`src/rtl/vga_vram_arbiter.sv`:
```
// Single-port VRAM arbiter: Avalon-MM CPU port vs. VGA display fetch, display first,
// with a starvation slot for the CPU. Optional statistics counters: `VRAM_ARB_STATS_EN.
module vga_vram_arbiter #(
   parameter int ADDR_W       = 11,
   parameter int VRAM_WORDS   = 601,
   parameter int STARVE_LIMIT = 4
) (
   input  logic              i_clk,
   input  logic              i_reset_n,
   input  logic              i_avl_cs,
   input  logic              i_avl_read,
   input  logic              i_avl_write,
   input  logic [3:0]        i_avl_byte_en,
   input  logic [ADDR_W-1:0] i_avl_addr,
   input  logic [31:0]       i_avl_writedata,
   output logic              o_avl_waitrequest,
   output logic [31:0]       o_avl_readdata,
   output logic              o_avl_readdatavalid,
   input  logic              i_disp_req,
   input  logic [ADDR_W-1:0] i_disp_addr,
   output logic              o_disp_gnt,
   output logic              o_disp_valid,
   output logic [31:0]       o_disp_data,
   output logic [ADDR_W-1:0] o_ram_addr,
   output logic [31:0]       o_ram_wdata,
   output logic [3:0]        o_ram_byteen,
   output logic              o_ram_wren,
   output logic              o_ram_rden,
   input  logic [31:0]       i_ram_q,
   output logic [15:0]       o_stat_disp_late,
   output logic [15:0]       o_stat_cpu_wait
);

   typedef enum logic [1:0] {
      TAG_NONE     = 2'd0,
      TAG_DISP     = 2'd1,
      TAG_CPU      = 2'd2,
      TAG_CPU_ZERO = 2'd3
   } tag_t;

   localparam logic [ADDR_W:0] C_WORDS = (ADDR_W+1)'(VRAM_WORDS);
   localparam logic [3:0]      C_LIMIT = 4'(STARVE_LIMIT);

   logic        w_cpu_req;
   logic        w_cpu_wr;
   logic        w_cpu_rd;
   logic        w_oor;
   logic        w_cpu_prio;
   logic        w_cpu_gnt;
   logic        w_disp_gnt;
   logic        w_cpu_rd_gnt;
   logic [3:0]  w_starve_nxt;
   tag_t        w_tag_nxt;
   logic        w_zero_nxt;
   logic        w_avl_valid;
   logic        w_disp_valid;
   logic [31:0] w_avl_rdata;

   logic [3:0]  r_starve;
   tag_t        r_tag;
   logic        r_zero_rd;
   logic [31:0] r_avl_data;
   logic [31:0] r_disp_data;

   assign w_cpu_req    = i_avl_cs & (i_avl_read | i_avl_write);
   assign w_cpu_wr     = i_avl_write;
   assign w_cpu_rd     = i_avl_read & ~i_avl_write;
   assign w_oor        = {1'b0, i_avl_addr} >= C_WORDS;
   assign w_cpu_prio   = (r_starve == C_LIMIT);
   assign w_cpu_rd_gnt = w_cpu_gnt & w_cpu_rd;

   // Grant selection; out-of-range CPU accesses never touch the RAM so they coexist with display.
   always_comb begin
      w_cpu_gnt  = 1'b0;
      w_disp_gnt = 1'b0;
      if (!i_reset_n) begin
         w_cpu_gnt  = 1'b0;
         w_disp_gnt = 1'b0;
      end else if (w_cpu_req & w_oor) begin
         w_cpu_gnt  = 1'b1;
         w_disp_gnt = i_disp_req;
      end else if (w_cpu_prio) begin
         w_cpu_gnt  = w_cpu_req;
         w_disp_gnt = i_disp_req & ~w_cpu_req;
      end else begin
         w_disp_gnt = i_disp_req;
         w_cpu_gnt  = w_cpu_req & ~i_disp_req;
      end
   end

   // RAM port steering from the winning requester.
   always_comb begin
      o_ram_addr   = '0;
      o_ram_wdata  = 32'h0;
      o_ram_byteen = 4'h0;
      o_ram_wren   = 1'b0;
      o_ram_rden   = 1'b0;
      if (w_disp_gnt) begin
         o_ram_addr = i_disp_addr;
         o_ram_rden = 1'b1;
      end else if (w_cpu_gnt & ~w_oor) begin
         o_ram_addr = i_avl_addr;
         if (w_cpu_wr) begin
            o_ram_wdata  = i_avl_writedata;
            o_ram_byteen = i_avl_byte_en;
            o_ram_wren   = 1'b1;
         end else begin
            o_ram_rden = 1'b1;
         end
      end else begin
         o_ram_addr = '0;
      end
   end

   // Next starvation count and return tag for the read issued this cycle.
   always_comb begin
      w_starve_nxt = r_starve;
      w_tag_nxt    = TAG_NONE;
      w_zero_nxt   = 1'b0;
      if (w_cpu_gnt) begin
         w_starve_nxt = 4'd0;
      end else if (w_cpu_req) begin
         w_starve_nxt = r_starve + 4'd1;
      end else begin
         w_starve_nxt = r_starve;
      end
      if (w_disp_gnt) begin
         w_tag_nxt  = TAG_DISP;
         w_zero_nxt = w_cpu_rd_gnt;
      end else if (w_cpu_rd_gnt & w_oor) begin
         w_tag_nxt = TAG_CPU_ZERO;
      end else if (w_cpu_rd_gnt) begin
         w_tag_nxt = TAG_CPU;
      end else begin
         w_tag_nxt = TAG_NONE;
      end
   end

   assign w_avl_valid  = i_reset_n & ((r_tag == TAG_CPU) | (r_tag == TAG_CPU_ZERO) | r_zero_rd);
   assign w_disp_valid = i_reset_n & (r_tag == TAG_DISP);
   assign w_avl_rdata  = (r_tag == TAG_CPU) ? i_ram_q : 32'h0;

   // Arbiter state and held read data; a zero-return rides beside a display read in r_zero_rd.
   always_ff @(posedge i_clk) begin
      if (!i_reset_n) begin
         r_starve    <= 4'd0;
         r_tag       <= TAG_NONE;
         r_zero_rd   <= 1'b0;
         r_avl_data  <= 32'h0;
         r_disp_data <= 32'h0;
      end else begin
         r_starve  <= w_starve_nxt;
         r_tag     <= w_tag_nxt;
         r_zero_rd <= w_zero_nxt;
         if (w_avl_valid) begin
            r_avl_data <= w_avl_rdata;
         end
         if (w_disp_valid) begin
            r_disp_data <= i_ram_q;
         end
      end
   end

   assign o_avl_waitrequest   = ~i_reset_n | (w_cpu_req & ~w_cpu_gnt);
   assign o_avl_readdatavalid = w_avl_valid;
   assign o_avl_readdata      = w_avl_valid ? w_avl_rdata : r_avl_data;
   assign o_disp_gnt          = w_disp_gnt;
   assign o_disp_valid        = w_disp_valid;
   assign o_disp_data         = w_disp_valid ? i_ram_q : r_disp_data;

`ifdef VRAM_ARB_STATS_EN
   logic [15:0] r_stat_disp_late;
   logic [15:0] r_stat_cpu_wait;

   // Saturating counters for display lateness and CPU stall cycles.
   always_ff @(posedge i_clk) begin
      if (!i_reset_n) begin
         r_stat_disp_late <= 16'h0;
         r_stat_cpu_wait  <= 16'h0;
      end else begin
         if (i_disp_req & ~w_disp_gnt & (r_stat_disp_late != 16'hFFFF)) begin
            r_stat_disp_late <= r_stat_disp_late + 16'd1;
         end
         if (o_avl_waitrequest & w_cpu_req & (r_stat_cpu_wait != 16'hFFFF)) begin
            r_stat_cpu_wait <= r_stat_cpu_wait + 16'd1;
         end
      end
   end

   assign o_stat_disp_late = r_stat_disp_late;
   assign o_stat_cpu_wait  = r_stat_cpu_wait;
`else
   assign o_stat_disp_late = 16'h0;
   assign o_stat_cpu_wait  = 16'h0;
`endif

endmodule
```
`config.mk`:
```
export PLATFORM = sky130hd
export DESIGN_NAME = vga_vram_arbiter
export DESIGN_NICKNAME = d
export VERILOG_FILES = /design/src/rtl/vga_vram_arbiter.sv
export SDC_FILE = /design/constraint.sdc
export NUM_CORES = 1
export LEC_CHECK = 0
export CORE_MARGIN = 3
export CORE_UTILIZATION = 36
export CTS_BUF_LIST = sky130_fd_sc_hd__clkbuf_4 sky130_fd_sc_hd__clkbuf_8 sky130_fd_sc_hd__clkbuf_16
export DETAILED_ROUTE_END_ITERATION = 12
export PLACE_DENSITY_LB_ADDON = 0.08
export SYNTH_ARGS = -nofsm -noshare
export SYNTH_HDL_FRONTEND = slang
export SYNTH_SLANG_ARGS = --single-unit
```
`constraint.sdc`:
```
create_clock -name i_clk -period 2.95 [get_ports i_clk]
set_clock_uncertainty 0.15 [all_clocks]
set_input_delay 0.59 -clock i_clk [delete_from_list [all_inputs] [get_ports i_clk]]
set_output_delay 0.59 -clock i_clk [all_outputs]
set_load 0.01 [all_outputs]
```
Word level (Yosys, flattened, before mapping)
Index checks and enable logic that the tools add are counted.
{"block": "op_classes", "addsub": 1, "multipliers": 0, "div": 0, "n_lt_le_gt_ge": 1, "n_eq_ne": 4, "n_shift": 0, "mux": 26, "bitwise_logic": 21, "reduce_logical": 3}
{"op": "$mux W32", "count": 6}
{"op": "$mux W11", "count": 2}
{"op": "$mux W1", "count": 13}
{"op": "$mux W4", "count": 3}
{"op": "$and A1 B1 Y1", "count": 11}
{"op": "$ge A11 B10 Y1 const B", "count": 1}
{"op": "$not A1 Y1", "count": 6}
{"op": "$add A4 B1 Y4 const B", "count": 1}
{"op": "$eq A2 B2 Y1 const B", "count": 2}
{"op": "$eq A4 B3 Y1 const B", "count": 1}
{"op": "$mux W2", "count": 2}
{"op": "$or A1 B1 Y1", "count": 4}
{"op": "$reduce_or A2 Y1", "count": 2}
{"op": "$eq A2 B1 Y1 const B", "count": 1}
{"op": "$reduce_and A2 Y1", "count": 1}
{"block": "totals", "regBits": 71, "latchBits": 0, "ram_bits": 0, "romBits": 0, "inputBits": 96, "output_inout_bits": 149, "n_memories": 0}

Longest topological paths before layout
Gate-level depths: netlist (run 1).
{"block": "depth", "depth_word": 10, "mapped_depth": 7, "ltp_nobuf": 6}

Worst setup path before layout (run 1)
OpenSTA, ideal clock, no wires.
{"block": "synth_path", "path_type": "input -> output", "from": "input port i_avl_addr[5]", "to": "output port o_ram_wdata[22]", "arrival_time_ns": 1.942, "slack_ns": 0.268, "cell_stages": 5, "cell_sequence": "a211o_1 a21o_1 nor4_4 buf_6 and2_1"}
{"block": "synth_between", "elab_chain_cells": 7}
{"element": "start: declaration", "line_no": "14", "text": "input logic [ADDR_W-1:0] i_avl_addr,"}
{"element": "$ge A11 B10 Y1 *", "line_no": "68", "text": "assign w_oor = {1'b0, i_avl_addr} >= C_WORDS;"}
{"element": "$and A1 B1 Y1", "line_no": "79", "text": "end else if (w_cpu_req & w_oor) begin"}
{"element": "$mux W1", "line_no": "79"}
{"element": "$mux W1", "line_no": "76", "text": "if (!i_reset_n) begin"}
{"element": "$and A1 B1 Y1", "line_no": "101", "text": "end else if (w_cpu_gnt & ~w_oor) begin"}
{"element": "$mux W32", "line_no": "101"}
{"element": "$mux W32 *", "line_no": "98", "text": "if (w_disp_gnt) begin"}
{"element": "end: declaration", "line_no": "25", "text": "output logic [31:0] o_ram_wdata,"}
Mark *: on every way between the ends. The rest lies on a longest branch, timed or not.

Final worst setup path (run 1)
{"block": "layout_path", "from": "input port i_avl_addr[2]", "to": "output port o_ram_wdata[16]"}
The elaborated chain is that of the path after synthesis.

==> flow_summary.html, run 1 <==
<table>
<tr><th>Metric</th><th>Value</th></tr>
<tr><th colspan="2">Worst setup path</th></tr>
<tr><td>Path length in cells of the critical path</td><td>9</td></tr>
<tr><td>Element type at the critical path start</td><td>input pin</td></tr>
<tr><td>Critical path endpoint category</td><td>primary output</td></tr>
<tr><td>WS Path Type</td><td>input pin to primary output</td></tr>
<tr><td>Cell family with the largest share of critical-path delay</td><td>buffers and inverters</td></tr>
<tr><td>Critical register-to-register path startpoint</td><td>r_starve[0]$_SDFFE_PP0P_</td></tr>
<tr><td>Worst reg2reg path endpoint</td><td>r_starve[3]$_SDFFE_PP0P_</td></tr>
<tr><td>Cell at the slowest stage of the critical path</td><td>o311a_4</td></tr>
<tr><td>CP most frequent cell</td><td>buf_6</td></tr>
<tr><td>CP Cell Sequence</td><td>dlygate4sd2_1, o311a_4, buf_6, nor4_4, buf_4, buf_6, clkbuf_16, and2_4, buf_6</td></tr>
<tr><td>CP Data Required Time</td><td>2.21 ns</td></tr>
<tr><td>Largest fanout of any net on the critical path</td><td>5</td></tr>
<tr><td>Internal reg-to-reg setup slack</td><td>1.05 ns</td></tr>
<tr><td>Number of buffers and inverters on the critical path</td><td>6</td></tr>
<tr><td>Critical path arrival</td><td>~2.2 ns</td></tr>
<tr><td>Timing startpoint of the critical path</td><td>i_avl_addr[2]</td></tr>
<tr><td>Worst setup endpoint</td><td>o_ram_wdata[16]</td></tr>
<tr><td>Slowest Stage Delay on Critical Path</td><td>0.33 ns</td></tr>
<tr><td>Register-to-Register Path Depth</td><td>8</td></tr>
<tr><th colspan="2">GRT</th></tr>
<tr><td>Global-route wire length before repair</td><td>19100 um</td></tr>
<tr><td>Pin count of the biggest net entering global routing</td><td>30</td></tr>
<tr><td>Vias in the first global route</td><td>3668</td></tr>
<tr><td>Combined global-route utilization of all metal layers</td><td>20.9%</td></tr>
<tr><td>GRT Residual Overflow</td><td>0</td></tr>
<tr><td>Antenna violations before repair</td><td>0</td></tr>
<tr><th colspan="2">Finish</th></tr>
<tr><td>Commonest cells after routing, fill and taps aside</td><td>clkdlybuf4s50_1, nand2_1, dfxtp_1</td></tr>
<tr><td>Fin area</td><td>6550 um^2</td></tr>
<tr><td>Commonest non-fill, non-tap cell in the layout</td><td>clkdlybuf4s50_1</td></tr>
<tr><td>Diodes inserted</td><td>0</td></tr>
<tr><td>Number of standard cells in the layout, taps in and fillers out</td><td>835</td></tr>
<tr><td>Number of fillers in the final layout</td><td>829</td></tr>
<tr><td>Multi-input combinational cell area</td><td>around 2100 um^2</td></tr>
<tr><td>Layout cells sized above 1</td><td>approximately 28%</td></tr>
<tr><td>FF/Latch Area</td><td>about 1400 um^2</td></tr>
<tr><td>Post-layout utilization of the core</td><td>66.4%</td></tr>
<tr><td>Nets@finish</td><td>796</td></tr>
<tr><td>Area added between synthesis and finish</td><td>77.8%</td></tr>
<tr><th colspan="2">Yosys</th></tr>
<tr><td>Synth top area cells</td><td>dfxtp_1, and2_1, mux2_2</td></tr>
<tr><td>Multiplexer fraction of the synthesized cell area</td><td>approximately 9.8%</td></tr>
<tr><td>Number of synthesized register bits</td><td>slightly above 70</td></tr>
<tr><td>Top cell type by total area after synthesis</td><td>dfxtp_1</td></tr>
<tr><td>Most used flip-flop cell after synthesis</td><td>dfxtp_1</td></tr>
<tr><td>Synth Area per Inst</td><td>8.20 um^2</td></tr>
<tr><td>Combinational family with the most area after synthesis</td><td>simple AND/OR/NAND/NOR gates</td></tr>
<tr><td>Post-synthesis share of cell area spent on and, or, nand and nor gates</td><td>between 20% and 30%</td></tr>
<tr><td>Post-synth design cell area</td><td>about 3700 um^2</td></tr>
<tr><td>Fraction of synthesized cell area taken by the top area cell type</td><td>38.6%</td></tr>
<tr><td>Synthesized-area fraction occupied by ao, oa, aoi and oai cells</td><td>10.3%</td></tr>
<tr><td>Number of flops mapped to enable cells by yosys</td><td>0</td></tr>
<tr><td>Adder-cell share of the synthesized area</td><td>0.680%</td></tr>
<tr><td>Fraction of synthesized cell area in xor and xnor cells</td><td>0%</td></tr>
<tr><td>Synth Instances</td><td>449</td></tr>
<tr><td>Count of different cell masters after synthesis</td><td>38</td></tr>
<tr><td>Proportion of synthesized flip-flops having asynchronous set or reset</td><td>0%</td></tr>
<tr><td>Synthesis warning total</td><td>0</td></tr>
<tr><td>Portion of the post-synthesis area used by sequential elements</td><td>38.6%</td></tr>
<tr><th colspan="2">Clock tree</th></tr>
<tr><td>H-tree levels</td><td>3</td></tr>
<tr><td>CTS Buffer Depth</td><td>2</td></tr>
<tr><td>Number of buffers added to fix hold violations after cts</td><td>0</td></tr>
<tr><td>CTS clock-pin slew for the worst setup and hold paths</td><td>0.08 ns</td></tr>
<tr><td>Clock tree from TritonCTS</td><td>built</td></tr>
<tr><td>Root buffer selected by CTS</td><td>clkbuf_8</td></tr>
<tr><td>Later-pin clock latency in the skew report</td><td>0.32 ns</td></tr>
<tr><td>Number of clock sinks seen by CTS</td><td>between 70 and 80</td></tr>
<tr><td>Total clock buffers created by CTS</td><td>9</td></tr>
<tr><th colspan="2">STA</th></tr>
<tr><td>Total Neg Setup Slack</td><td>-0.344 ns</td></tr>
<tr><td>Count of endpoints failing hold in the final timing report</td><td>0</td></tr>
<tr><td>Final slew viol count</td><td>0</td></tr>
<tr><td>Maximum clock rate</td><td>~340 MHz</td></tr>
<tr><td>Final Setup Violations</td><td>19</td></tr>
<tr><td>Final critical-path share of the clock period</td><td>101%</td></tr>
<tr><td>Clock period minus final worst setup slack</td><td>around 3.0 ns</td></tr>
<tr><td>RSZ-0062 raised after global routing</td><td>true</td></tr>
<tr><td>Smallest setup slack after layout</td><td>-0.0275 ns</td></tr>
<tr><th colspan="2">Routing</th></tr>
<tr><td>Routed length on met1</td><td>5370 um</td></tr>
<tr><td>Total detailed-routing wirelength</td><td>approximately 13000 um</td></tr>
<tr><td>Final ANT Viol Nets</td><td>0</td></tr>
<tr><td>Detailed-routed wire length on met3</td><td>690 um</td></tr>
<tr><td>Met2 wirelength from detailed routing</td><td>6390 um</td></tr>
<tr><td>Residual DRC count</td><td>0</td></tr>
<tr><td>First-pass iteration count of the detailed router</td><td>5</td></tr>
<tr><td>Via-to-Cell Ratio</td><td>roughly 4.6</td></tr>
<tr><td>Wire per inst</td><td>~15 um</td></tr>
<tr><td>DR iter-0 viols</td><td>171</td></tr>
<tr><td>Via count</td><td>around 3800</td></tr>
<tr><td>Highest metal layer with signal wires</td><td>met4</td></tr>
<tr><th colspan="2">Die</th></tr>
<tr><td>Die Wd</td><td>around 110 um</td></tr>
<tr><td>Die Ht</td><td>~110 um</td></tr>
<tr><td>Initial core utilization</td><td>a little under two fifths</td></tr>
<tr><td>Total die area</td><td>11500 um^2</td></tr>
<tr><td>Number of placed I/O pins</td><td>245</td></tr>
<tr><td>Area of the placeable core</td><td>about 9900 um^2</td></tr>
<tr><td>Number of placement rows</td><td>36</td></tr>
<tr><th colspan="2">Power</th></tr>
<tr><td>Cell area power density</td><td>319 nW/um^2</td></tr>
<tr><td>Cell leakage power</td><td>0.00297 uW</td></tr>
<tr><td>Worst vdd rail ir drop</td><td>about 240 uV</td></tr>
<tr><td>Sum of internal, switching and leakage power</td><td>approximately 2100 uW</td></tr>
<tr><th colspan="2">Placed design</th></tr>
<tr><td>Hpwl dp</td><td>9180 um</td></tr>
<tr><td>Port-buffer cells</td><td>212</td></tr>
<tr><td>Post-Place Cells</td><td>803</td></tr>
<tr><td>Post-place instance area</td><td>6090 um^2</td></tr>
<tr><td>Routability congestion estimate from global placement</td><td>roughly 0.83</td></tr>
<tr><th colspan="2">Hold path</th></tr>
<tr><td>Startpoint of the tightest hold check path</td><td>r_avl_data[10]$_SDFF_PN0_</td></tr>
<tr><td>Path class of the lowest-slack min-delay path</td><td>flop to flop</td></tr>
<tr><th colspan="2">Run</th></tr>
<tr><td>Maximum capacitance violations</td><td>0</td></tr>
<tr><th colspan="2">Status</th></tr>
<tr><td>Outcome</td><td>finished, violations left</td></tr>
<tr><td>Violations in the final reports</td><td>negative setup slack</td></tr>
</table>
## how the worst min path moves through the flow
| stage | slack [ns] | cells past startpoint | end |
|---|---|---|---|
| 6_report | 0.31 | 2 | r_avl_data[10]$_SDFF_PN0_ |
| 5_1_grt | 0.33 | 2 | r_avl_data[31]$_SDFF_PN0_ |
| 4_1_cts | 0.31 | 2 | r_avl_data[15]$_SDFF_PN0_ |
| 3_5_place_dp | 0.30 | 2 | r_avl_data[15]$_SDFF_PN0_ |
| 3_3_place_gp | 0.30 | 2 | r_avl_data[29]$_SDFF_PN0_ |
| 2_1_floorplan | 0.29 | 2 | r_avl_data[0]$_SDFF_PN0_ |
## state kept, by name (all words and copies together), names as in the netlist
name	flops
r_avl_data	32
r_disp_data	32
r_starve	4
r_tag	2
r_zero_rd	1
## worst min-delay path, delay by kind of cell, from the launching register on
kind,cells,cell delay (ns)
and+or+nand+nor,1,0.06
AOI/OAI and AO/OA,1,0.06
DFF,1,0.30
## metrics by stage
step	setup WS, ns	hold WS [ns]
after CTS	-0.0810	0.313
final	-0.0275	0.312
after floorplan	0.268	0.290
after global placement	-0.713	0.297
after global routing	-0.120	0.329
after detailed placement	-0.711	0.303
## layer usage
metal	up-vias	track usage, %
li1	1942	-
met4	0	4.20
met5	-	0
met2	120	36.4
met3	9	4.58
met1	1773	26.5
## cell type report
cell class | instances | share of cell area [%]
inverter | 7 | 0.401
timing repair buffer | 268 | 40.4
sequential | 71 | 21.7
multi-input combinational | 341 | 32.3
clock buffer | 10 | 2.10
tap | 133 | 2.54
clock inverter | 5 | 0.535
## Yosys cell counts (2+ instances only)
master     n
nand2_1   90
dfxtp_1   71
and2_1    68
a21oi_1   38
nand3_1   35
buf_4     32
mux2_2    32
clkbuf_1  22
o22ai_1   10
inv_1      7
nand4_1    5
o21ai_0    4
buf_6      3
nor2_1     3
and4bb_2   2
buf_1      2
buf_2      2
ha_1       2
nor2b_1    2
## power breakdown
part	switching, uW	total [uW]	internal [uW]
sequential	5.03	982	977
combinational	178	435	256
clock	350	673	323
total	534	2090	1560
## cell families (layout without fill, tap and decap cells)
group | Yosys count | in the layout
flip-flops | 71 | 71
other | 1 | 32
AO/OA/AOI/OAI | 62 | 62
multiplexers | 32 | 32
adder cells (fa/ha/maj) | 2 | 2
AND/OR/NAND/NOR | 213 | 213
buffers and inverters | 68 | 290
## timing repair
item,4_1_cts,5_1_grt
pin swaps,9,31
setup endpoints to repair,51,52
setup buffers,11,4
cloned,5,2
gates resized for setup,222,80
(Power assumes the default switching activity.)
==> inputs of run 2 (changes only) <==
--- a/config.mk
+++ b/config.mk
@@ -5,6 +5,7 @@
 export SDC_FILE = /design/constraint.sdc
 export NUM_CORES = 1
 export LEC_CHECK = 0
+export CAP_MARGIN = 20
 export CORE_MARGIN = 3
 export CORE_UTILIZATION = 36
 export CTS_BUF_LIST = sky130_fd_sc_hd__clkbuf_4 sky130_fd_sc_hd__clkbuf_8 sky130_fd_sc_hd__clkbuf_16
==> results of run 2 <==
The final DEF is identical to that of run 1; final timing and power are the same.
